==> src/rtl/mem_pkg.sv <==
`default_nettype none
// ============================================================================
//  Module      : mem_pkg
//  Description : Shared widths, request/outstanding-entry types and the
//                outstanding-table tag compare used by the request scheduler.
//  Revision    : 1.0  initial release
// ============================================================================
package mem_pkg;

  localparam int DEF_ADDR_W = 16;
  localparam int DEF_DATA_W = 16;

  // One queued core request
  typedef struct packed {
    logic                  we;
    logic [DEF_ADDR_W-1:0] address;
    logic [DEF_DATA_W-1:0] data;
  } mem_rqst_t;

  // One in-flight transaction, tagged by its address
  typedef struct packed {
    logic                  valid;
    logic                  is_wr;
    logic [DEF_ADDR_W-1:0] address;
  } ost_entry_t;

  // CAM compare of a returning ack against one outstanding entry
  function automatic logic ost_hit(input ost_entry_t e, input logic is_wr,
                                   input logic [DEF_ADDR_W-1:0] address);
    return e.valid && (e.is_wr == is_wr) && (e.address == address);
  endfunction

endpackage
`default_nettype wire

==> src/rtl/mem_rqst_fifo.sv <==
`default_nettype none
// ============================================================================
//  Module      : mem_rqst_fifo
//  Description : Parameterised synchronous FIFO, async active-high reset,
//                show-ahead head output, full/empty/count status.
//  Revision    : 1.0  initial release
// ============================================================================
module mem_rqst_fifo #(
  parameter int WIDTH = 8,
  parameter int DEPTH = 4,
  localparam int PTR_W = $clog2(DEPTH)
) (
  input  logic             clk,
  input  logic             reset,
  input  logic             push,
  input  logic [WIDTH-1:0] push_data,
  input  logic             pop,
  output logic [WIDTH-1:0] head,
  output logic             full,
  output logic             empty,
  output logic [PTR_W:0]   count
);

  logic [WIDTH-1:0] mem [DEPTH];
  logic [PTR_W-1:0] wr_ptr;
  logic [PTR_W-1:0] rd_ptr;
  logic             do_push;
  logic             do_pop;

  assign full    = (count == (PTR_W+1)'(DEPTH));
  assign empty   = (count == '0);
  assign do_push = push && !full;
  assign do_pop  = pop && !empty;
  assign head    = mem[rd_ptr];

  // Pointers wrap naturally at the power-of-two depth; count is one bit wider
  always_ff @(posedge clk or posedge reset) begin
    if (reset) begin
      wr_ptr <= '0;
      rd_ptr <= '0;
      count  <= '0;
    end else begin
      if (do_push) wr_ptr <= wr_ptr + PTR_W'(1);
      if (do_pop)  rd_ptr <= rd_ptr + PTR_W'(1);
      count <= count + (PTR_W+1)'(do_push) - (PTR_W+1)'(do_pop);
    end
  end

  // Storage needs no reset: entries are only read once written
  always_ff @(posedge clk) begin
    if (do_push) mem[wr_ptr] <= push_data;
  end

endmodule
`default_nettype wire

==> src/rtl/mem_rqst_scheduler.sv <==
`default_nettype none
// ============================================================================
//  Module      : mem_rqst_scheduler
//  Description : Buffers core requests, issues them in order to the memory
//                controller as single-cycle pulses, tracks in-flight
//                transactions by address and matches returning acks.
//  Options     : MEM_RQST_STATS_EN adds issue/stall statistics counters.
//  Revision    : 1.0  initial release
// ============================================================================
module mem_rqst_scheduler
  import mem_pkg::*;
#(
  parameter int ADDR_W          = DEF_ADDR_W,  // must equal the package width
  parameter int DATA_W          = DEF_DATA_W,  // must equal the package width
  parameter int QUEUE_DEPTH     = 4,
  parameter int MAX_OUTSTANDING = 4
) (
  input  logic              clk,
  input  logic              reset,
  input  logic              rqst_valid,
  output logic              rqst_ready,
  input  logic              rqst_we,
  input  logic [ADDR_W-1:0] rqst_address,
  input  logic [DATA_W-1:0] rqst_data,
  output logic              rd_resp_valid,
  output logic [ADDR_W-1:0] rd_resp_address,
  output logic [DATA_W-1:0] rd_resp_data,
  output logic              wr_resp_valid,
  output logic [ADDR_W-1:0] wr_resp_address,
  output logic              err_unmatched,
`ifdef MEM_RQST_STATS_EN
  output logic [31:0]       stat_rd_issued,
  output logic [31:0]       stat_wr_issued,
  output logic [31:0]       stat_stall_cycles,
`endif
  output logic              wr_en,
  output logic [ADDR_W-1:0] wr_address,
  output logic [DATA_W-1:0] wr_data,
  output logic              rd_en,
  output logic [ADDR_W-1:0] rd_address,
  input  logic              wr_ret_ack,
  input  logic [ADDR_W-1:0] wr_ret_address,
  input  logic              rd_ret_ack,
  input  logic [ADDR_W-1:0] rd_ret_address,
  input  logic [DATA_W-1:0] rd_ret_data
);

  localparam int FIFO_CNT_W = $clog2(QUEUE_DEPTH) + 1;
  localparam int IDX_W      = (MAX_OUTSTANDING > 1) ? $clog2(MAX_OUTSTANDING) : 1;
  localparam int OST_CNT_W  = $clog2(MAX_OUTSTANDING + 1);

  // ---------------- request FIFO ----------------
  mem_rqst_t               push_rqst;
  mem_rqst_t               head;
  logic                    fifo_full;
  logic                    fifo_empty;
  logic [FIFO_CNT_W-1:0]   fifo_count;
  logic                    accept;
  logic                    issue;

  assign push_rqst  = '{we: rqst_we, address: rqst_address, data: rqst_data};
  // Ready follows the registered occupancy, so a pop in a full cycle does not
  // open the door until the next cycle
  assign rqst_ready = (fifo_count != FIFO_CNT_W'(QUEUE_DEPTH));
  assign accept     = rqst_valid && !fifo_full;

  mem_rqst_fifo #(
    .WIDTH ($bits(mem_rqst_t)),
    .DEPTH (QUEUE_DEPTH)
  ) u_fifo (
    .clk       (clk),
    .reset     (reset),
    .push      (accept),
    .push_data (push_rqst),
    .pop       (issue),
    .head      (head),
    .full      (fifo_full),
    .empty     (fifo_empty),
    .count     (fifo_count)
  );

  // ---------------- outstanding table ----------------
  ost_entry_t               ost [MAX_OUTSTANDING];
  logic [OST_CNT_W-1:0]     ost_count;
  logic [OST_CNT_W-1:0]     post_count;
  logic [MAX_OUTSTANDING-1:0] post_valid;
  logic                     rd_hit;
  logic                     wr_hit;
  logic [IDX_W-1:0]         rd_idx;
  logic [IDX_W-1:0]         wr_idx;
  logic [IDX_W-1:0]         free_idx;
  logic                     hazard;

  // CAM lookup of returning acks; the hazard check guarantees one match at most
  always_comb begin
    rd_hit = 1'b0;
    wr_hit = 1'b0;
    rd_idx = '0;
    wr_idx = '0;
    for (int i = 0; i < MAX_OUTSTANDING; i++) begin
      if (rd_ret_ack && !rd_hit && ost_hit(ost[i], 1'b0, rd_ret_address)) begin
        rd_hit = 1'b1;
        rd_idx = IDX_W'(i);
      end
      if (wr_ret_ack && !wr_hit && ost_hit(ost[i], 1'b1, wr_ret_address)) begin
        wr_hit = 1'b1;
        wr_idx = IDX_W'(i);
      end
    end
  end

  // Issue decision against the table as it will look after this cycle's frees
  always_comb begin
    logic found;
    found      = 1'b0;
    hazard     = 1'b0;
    free_idx   = '0;
    post_valid = '0;
    for (int i = 0; i < MAX_OUTSTANDING; i++) begin
      post_valid[i] = ost[i].valid
                      && !(rd_hit && (rd_idx == IDX_W'(i)))
                      && !(wr_hit && (wr_idx == IDX_W'(i)));
      if (post_valid[i] && (ost[i].address == head.address)) hazard = 1'b1;
      if (!post_valid[i] && !found) begin
        found    = 1'b1;
        free_idx = IDX_W'(i);
      end
    end
  end

  assign post_count = ost_count - OST_CNT_W'(rd_hit) - OST_CNT_W'(wr_hit);
  assign issue      = !fifo_empty && (post_count < OST_CNT_W'(MAX_OUTSTANDING)) && !hazard;

  // Table update: frees first, then the allocation may reuse a freed slot
  always_ff @(posedge clk or posedge reset) begin
    if (reset) begin
      for (int i = 0; i < MAX_OUTSTANDING; i++) ost[i] <= '0;
      ost_count <= '0;
    end else begin
      if (rd_hit) ost[rd_idx].valid <= 1'b0;
      if (wr_hit) ost[wr_idx].valid <= 1'b0;
      if (issue)  ost[free_idx] <= '{valid: 1'b1, is_wr: head.we, address: head.address};
      ost_count <= post_count + OST_CNT_W'(issue);
    end
  end

  // Controller-side issue pulses; address/data hold between issues
  always_ff @(posedge clk or posedge reset) begin
    if (reset) begin
      wr_en      <= 1'b0;
      rd_en      <= 1'b0;
      wr_address <= '0;
      wr_data    <= '0;
      rd_address <= '0;
    end else begin
      wr_en <= issue && head.we;
      rd_en <= issue && !head.we;
      if (issue && head.we) begin
        wr_address <= head.address;
        wr_data    <= head.data;
      end
      if (issue && !head.we) rd_address <= head.address;
    end
  end

  // Core-side response pulses and the sticky unmatched-ack flag
  always_ff @(posedge clk or posedge reset) begin
    if (reset) begin
      rd_resp_valid   <= 1'b0;
      rd_resp_address <= '0;
      rd_resp_data    <= '0;
      wr_resp_valid   <= 1'b0;
      wr_resp_address <= '0;
      err_unmatched   <= 1'b0;
    end else begin
      rd_resp_valid <= rd_hit;
      wr_resp_valid <= wr_hit;
      if (rd_hit) begin
        rd_resp_address <= rd_ret_address;
        rd_resp_data    <= rd_ret_data;
      end
      if (wr_hit) wr_resp_address <= wr_ret_address;
      err_unmatched <= err_unmatched || (rd_ret_ack && !rd_hit) || (wr_ret_ack && !wr_hit);
    end
  end

`ifdef MEM_RQST_STATS_EN
  // Free-running statistics; stall = work queued but nothing issued
  always_ff @(posedge clk or posedge reset) begin
    if (reset) begin
      stat_rd_issued    <= '0;
      stat_wr_issued    <= '0;
      stat_stall_cycles <= '0;
    end else begin
      if (issue && !head.we)     stat_rd_issued    <= stat_rd_issued + 32'd1;
      if (issue && head.we)      stat_wr_issued    <= stat_wr_issued + 32'd1;
      if (!fifo_empty && !issue) stat_stall_cycles <= stat_stall_cycles + 32'd1;
    end
  end
`endif

endmodule
`default_nettype wire

==> config.mk <==
export PLATFORM = sky130hd
export DESIGN_NAME = mem_rqst_scheduler
export DESIGN_NICKNAME = d
export VERILOG_FILES = /design/src/rtl/mem_pkg.sv /design/src/rtl/mem_rqst_fifo.sv /design/src/rtl/mem_rqst_scheduler.sv
export SDC_FILE = /design/constraint.sdc
export NUM_CORES = 1
export LEC_CHECK = 0
export CORE_UTILIZATION = 40
export CTS_CLUSTER_DIAMETER = 30
export DETAILED_ROUTE_END_ITERATION = 10
export HOLD_SLACK_MARGIN = 0.06
export SETUP_SLACK_MARGIN = 0.4
export SLEW_MARGIN = 10
export SYNTH_ARGS = -nofsm -noshare
export SYNTH_HDL_FRONTEND = slang
export SYNTH_HIERARCHICAL = 1
export SYNTH_SLANG_ARGS = --single-unit
==> constraint.sdc <==
create_clock -name clk -period 5.7 [get_ports clk]
set_clock_uncertainty 0.2 [all_clocks]
set_input_delay 1.14 -clock clk [delete_from_list [all_inputs] [get_ports clk]]
set_output_delay 1.14 -clock clk [all_outputs]
set_load 0.005 [all_outputs]
==> results of run 1 <==
cell type report:
cell class / instances / share of cell area (%)
clock buffer: 93 / 9.88
clock inverter: 38 / 2.26
inverter: 18 / 0.360
multi-input combinational: 556 / 28.8
sequential: 315 / 42.4
tap: 461 / 2.86
timing repair buffer: 284 / 13.4
cells in the final DEF (no fill, tap or decap), types with 8 or more instances in the layout:
| master | count |
|---|---|
| xnor2_1 | 98 |
| ha_1 | 8 |
| clkbuf_1 | 11 |
| buf_4 | 90 |
| clkinv_2 | 8 |
| nand4_1 | 22 |
| nand2_1 | 14 |
| clkbuf_8 | 9 |
| mux2_4 | 27 |
| clkbuf_16 | 73 |
| edfxtp_1 | 132 |
| nor4_1 | 20 |
| xor2_1 | 95 |
| mux2_1 | 48 |
| mux4_2 | 28 |
| dlymetal6s2s_1 | 14 |
| clkdlybuf4s50_1 | 163 |
| nand3_1 | 16 |
| mux2_2 | 87 |
| dlygate4sd2_1 | 9 |
| inv_1 | 15 |
| dfrtp_1 | 182 |
logic make-up (layout without fill, tap and decap cells):
group / Yosys count / in the layout / synth area share, %
fa+ha+maj: 11 / 11 / 1.04
compound gates: 21 / 21 / 1.54
flops: 315 / 315 / 57.9
mux: 195 / 195 / 18.2
simple gates: 131 / 131 / 5.80
buf+inv: 92 / 433 / 3.72
xor+xnor: 198 / 198 / 11.8
state kept, by name (all words and copies together), names as in the netlist, 3 cells and up:
name / flops
rd_resp_data: 16
rd_resp_address: 16
wr_data: 16
wr_resp_address: 16
rd_address: 16
ost_count: 3
u_fifo/count: 3
wr_address: 16
u_fifo/mem: 132
ost: 72
power by group:
group	switching [uW]	leakage [uW]	internal [uW]
clock	1310	0.00118	2750
sequential	860	0.00347	3080
combinational	1820	0.00361	2160
worst max-delay path, cell delays in order:
cell	delay, ns
clkdlybuf4s50_1	0.56
buf_4	0.18
xnor2_1	0.12
nand4_1	0.11
or4_4	0.44
nor3_2	0.18
or4_4	0.18
clkinv_2	0.05
fa_1	0.37
inv_2	0.08
ha_4	0.15
xor2_4	0.18
nor2_1	0.07
o41ai_2	0.09
a21oi_2	0.09
o221a_4	0.15
o31ai_2	0.07
inv_1	0.07
ha_1	0.27
inv_1	0.04
ha_1	0.18
fa_2	0.35
xnor2_2	0.14
xnor2_1	0.13
final timing paths:
path                                         from                  to  slack (ns)  depth (start not counted)
worst max-delay path            rd_ret_address[4]     u_fifo/count[2]        0.56                         24
worst min-delay path                err_unmatched       err_unmatched        0.28                          2
worst max register to register   u_fifo/rd_ptr[0]     u_fifo/count[2]        0.93                         16
worst min register to register      err_unmatched       err_unmatched        0.28                          2
max in group asynchronous                   reset  wr_resp_address[0]        3.22                          3
min in group asynchronous                   reset    u_fifo/wr_ptr[1]        0.71                          2
stage by stage:
step                worst slack [ns]  total power (uW)
CTS                            0.413             12100
finish                         0.557             12000
global placement              -0.313              7900
detailed placement            -0.410              7920
global route                   0.402             12500
floorplan                      0.421              6320
layer usage:
| metal | track usage (%) | part of all wire [%] | vias to the layer above |
|---|---|---|---|
| met3 | 4.35 | 5.0 | 64 |
| met1 | 29.7 | 44 | 4657 |
| met5 | 0 | 0 | - |
| li1 | - | - | 4092 |
| met4 | 9.47 | 2.6 | 0 |
| met2 | 35.6 | 48 | 263 |
timing repair:
item                       CTS  global route
setup endpoints to repair   11            10
gates resized for setup     17            28
buffers inserted             1             1
pin swaps                    3             5
==> impl_results.md, run 1 <==
* Status: completed
* CTS tree: yes
* Initial Util at 41.1%
* Max-cap viol count at 0
* Fin Hold WS at 0.279 ns
* Area of the multi-input gates at 0.00581 sq mm
* Slew @ Worst Pin at 0.956 ns
* Mapped Nets at 1,060
* Synth top area share at 31.1%
* Drt pass-1 iters at 5
* Die X at 194 um
* Clk root buf: clkbuf_16
* Clk sinks at 315
* Critical path launch point type: input port
* Most used DFF post-synth: dfrtp_1
* N_diodes at 0
* Ys Warns at 6
* Worst-Skew Late Latency at 0.59 ns
* Max clock buf depth at 3
* Top cells by count, synth: dfrtp_1 (183), edfxtp_1 (132), xnor2_1 (102)
* WP data arrival at 5.41 ns
* Share of post-route cells with drive strength above 1 at 30.4%
* Largest net degree at the start of global routing at 152
* Synth cell types at 63
* Chip height at 194 um
* Setup TNS Final at 0 ns
* Slew headroom at 34.6%
* Static leakage at 0.00826 uW
* Initial antenna violation count at 0
* Hold_buf cts at 0
* Post-synth EDFFs at 132
* Die area at 0.0376 sq mm
* RSZ-0062 raised after global routing: false
* Number of global-route vias before repair at 9,691
* Mapped Cells at 963
* Post-DRT Antenna Nets at 0
* Final RePlAce weighted congestion at 0.961
* Fin crit period at 5.14 ns
* CP Capture Type: register
* Worst Path Class, Setup: in -> reg
* Post-DR wirelength/cell at 23.0 um
* PD cells at 594 mW/mm^2
* Non-Filler Instances at 1,765
* CTS clk-pin slew, worst paths at 0.05 ns
* Final Hold Vio Count at 0
* Synth top area cells: dfrtp_1 (31%), edfxtp_1 (27%), mux2_2 (6.6%), xnor2_1 (6.1%), xor2_1 (5.7%)
* Nets at 1,343
* Tcrit/Tclk final at 90.2%
* Setup violations, final at 0
* Sequential fraction of the synthesis area at 57.9%
* Drt first-iter violations at 401
* Post-synth ARST share at 58.1%
* Gr ovfl total at 0
* CTS Buf Count at 71
* WL final at 40.6 mm
* # IOs at 188
* GRT Resource Usage Total at 22.3%
* Max Fclk at 194 MHz
* Area post-placement at 0.0176 sq mm
* Cell count after placement at 1,632
* WP data required at 5.97 ns
* Core ar. at 0.0359 sq mm
* Flop and latch count out of synthesis at 315
* Core Util, Final at 56.1%
* Area leader, netlist: dfrtp_1
* Via Count at 9,076
* Post-Syn Area at 0.0147 sq mm
* Row Count at 69
* Final HPWL DP at 28.5 mm
* Non-Filler Cell Area, Final at 0.0202 sq mm
* PortBufs at 187
* Area Overhead vs Synth at 36.7%
* Filler instances at 2,965
* Hold crit path type: reg -> reg
* Htree depth at 3
* Crit Path Max Fanout at 3
* Synthesized area per cell at 15.3 sq um
* Register area at 0.00854 sq mm
* Final Max Tran Viols at 0
* Maximum VDD drop at 0.349 mV
* DRC viols at 0
* Top-count cell post-synth: dfrtp_1
* First-pass GRT wire length at 61.6 mm
* Post-DR vias/cell at 5.14
Power figures use the tool's default switching activity.
==> run 2: changes to the inputs <==
- ABC_AREA: unset -> 1
==> run 2 against run 1 <==
  * Worst setup slack better by 0.076 ns
  * Synthesized area rose by 9.8%
  * Utilization decreased by 2.2 points
  * Die area is 9.7% higher
  * Worst hold slack got worse by 0.014 ns
  * Cell count rose by 61%
  * Count of clock-buffer cells in the layout fell by 5
  * First-iteration DRC count rose to 2.6 times the previous value
  * Synthesized cell count rose by 110%
  * Maximum frequency up 1.5%
  * Total power grew 2.7%
  * Critical endpoint unchanged
  * Highest routed layer unchanged
==> impl_results.md, run 2 <==
* Status: completed
* Final Hold Vio Count at 0
* Critical path launch point type: input port
* CP Capture Type: register
* Filler instances at 3,782
* Non-Filler Cell Area, Final at 0.0215 sq mm
* Dpl ws at -0.167 ns
* Final worst slack at 0.633 ns
* Crit-path slowest cell: clkdlybuf4s50_1
* WP data required at 6.01 ns
* Slew @ Worst Pin at 0.933 ns
* Final RePlAce weighted congestion at 1.07
* Synth top area cells: dfrtp_1 (28%), edfxtp_1 (24%), nand2_1 (17%), nand3_1 (5.1%), nor2_1 (5.0%)
* Hold crit path type: reg -> reg
* Cell count after placement at 2,709
* Clk sinks at 315
* Max clock buf depth at 3
* Number of global-route vias before repair at 14.8k
* Commonest non-fill, non-tap cell in the layout: nand2_1
* Synth cell types at 39
* Slew headroom at 37.8%
* CTS Buf Count at 70
* Worst-Skew Late Latency at 0.58 ns
* CTS tree: yes
* Synth top area share at 28.3%
* Post-synth ARST share at 58.1%
* Mapped Nets at 2,095
* Flop and latch count out of synthesis at 315
* Chip height at 203 um
* Synthesized area per cell at 8.10 sq um
* Post-DR wirelength/cell at 22.6 um
* Crit path buffers/inverters at 5
* Gr ovfl total at 0
* WL final at 64.2 mm
* Post-Syn Area at 0.0162 sq mm
* Reg with most FFs: u_fifo/mem
* Drt first-iter violations at 1,042
* Worst path most repeated cell: nor2_1
* Sequential fraction of the synthesis area at 52.8%
* Area post-placement at 0.0190 sq mm
* PD cells at 572 mW/mm^2
* Top cells by count, synth: nand2_1 (735), nor2_1 (216), dfrtp_1 (183)
* Max reg flops at 132
* Post-DR vias/cell at 5.18
* Final Max Tran Viols at 0
* N_diodes at 0
* Mapped Cells at 1,998
* Most used DFF post-synth: dfrtp_1
* CP max stage delay at 0.60 ns
* Max-cap viol count at 0
* RSZ-0062 raised after global routing: false
* Die area at 0.0413 sq mm
* Drt pass-1 iters at 5
* # IOs at 188
* Row Count at 73
* Worst Path Class, Setup: in -> reg
* Area Overhead vs Synth at 32.8%
* Setup violations, final at 0
* PortBufs at 187
* Non-Filler Instances at 2,836
* Maximum VDD drop at 0.362 mV
* Register area at 0.00854 sq mm
* Crit path max-delay family: adder cells
* Core ar. at 0.0398 sq mm
* WP data arrival at 5.38 ns
* Most frequent cells in the layout: nand2_1 (735), nor2_1 (211), dfrtp_1 (182), clkdlybuf4s50_1 (174), nand3_1 (166)
* Area leader, netlist: dfrtp_1
* Max Fclk at 197 MHz
* Share of post-route cells with drive strength above 1 at 11.5%
* CTS clk-pin slew, worst paths at 0.04 ns
* Crit Path Max Fanout at 5
* Largest net degree at the start of global routing at 102
* Ys Warns at 6
* Initial antenna violation count at 0
* Nets at 2,353
* Final HPWL DP at 47.4 mm
* Clk root buf: clkbuf_16
* Tcrit/Tclk final at 88.9%
* Static leakage at 0.0103 uW
* Core Util, Final at 54.0%
* Top-count cell post-synth: nand2_1
* Area of the multi-input gates at 0.00662 sq mm
* Regs by FF count: u_fifo/mem (132), ost (72)
* DRC viols at 0
* Die X at 203 um
* Post-DRT Antenna Nets at 0
* GRT Resource Usage Total at 31.6%
* Htree depth at 3
* First-pass GRT wire length at 94.6 mm
* Via Count at 14.7k
* R2R setup slack at 0.77 ns
* Post-synth EDFFs at 132
* Final Power at 12,300 uW
* Fin crit period at 5.07 ns
* Initial Util at 40.6%
==> run 2: changes by cell type after synthesis, moves of 28 or more <==
cell / before / now
inv_2: 0 / 37
mux2_2: 87 / 0
mux2_1: 48 / 0
nand3_1: 17 / 166
mux4_2: 28 / 0
nand2_1: 14 / 735
inv_1: 17 / 134
xnor2_1: 102 / 48
nor2_1: 8 / 216
o21ai_0: 1 / 98
xor2_1: 96 / 46
==> run 2: worst register-to-register path: cells and delay by family, from the launching register on <==
kind | cells | cell delay [ns]
compound gates | 1 | 0.09
fa+ha+maj | 3 | 0.83
buf+inv | 4 | 0.94
flops | 1 | 0.80
simple gates | 16 | 2.02
==> run 2: cell type report <==
type                       count  area share, %
multi-input combinational   1429           30.8
clock buffer                  88           9.13
inverter                     174           3.06
tap                          525           3.06
clock inverter                39           2.18
timing repair buffer         266           12.0
sequential                   315           39.8
==> run 2: path summary, 6_finish.rpt <==
kind | start | cells past startpoint | to
setup / recovery | wr_ret_address[3] | 26 | u_fifo/count[2]
hold / removal | rd_resp_data[12] | 2 | rd_resp_data[12]
setup reg to reg | u_fifo/rd_ptr[0] | 24 | u_fifo/count[2]
hold reg to reg | rd_resp_data[12] | 2 | rd_resp_data[12]
max in group asynchronous | reset | 3 | rd_resp_address[0]
min in group asynchronous | reset | 2 | u_fifo/count[0]
==> run 2: stage by stage <==
step	hold slack, ns	setup TNS (ns)
global route	0.289	0
CTS	0.267	0
global placement	0.254	-0.168
finish	0.265	0
detailed placement	0.258	-0.338
floorplan	0.241	0
==> run 2: logic make-up (layout without fill, tap and decap cells) <==
logic type,Yosys count,count (layout),share of synthesized area [%]
compound gates,118,118,3.70
xor+xnor,94,94,5.09
fa+ha+maj,11,11,0.943
buf+inv,254,567,6.65
flops,315,315,52.8
simple gates,1206,1206,30.8
==> run 2: power by group <==
group / internal [uW] / total [uW] / switching (uW)
logic: 1600 / 4490 / 2890
clock network: 2770 / 4080 / 1310
registers: 2970 / 3720 / 753
==> run 2: metal layers <==
metal	wire, um	global-route usage [%]	vias up	part of all wire [%]
li1	-	-	6901	-
met1	25400	38.4	6989	40
met2	30500	52.2	606	48
met3	4130	5.66	187	6.4
met4	4080	19.2	0	6.3
met5	0	0	-	0
==> run 2: timing repair <==
item	in CTS	in global routing
gates resized for setup	0	19
setup endpoints to repair	0	89
hold buffers	0	0
setup buffers	0	0
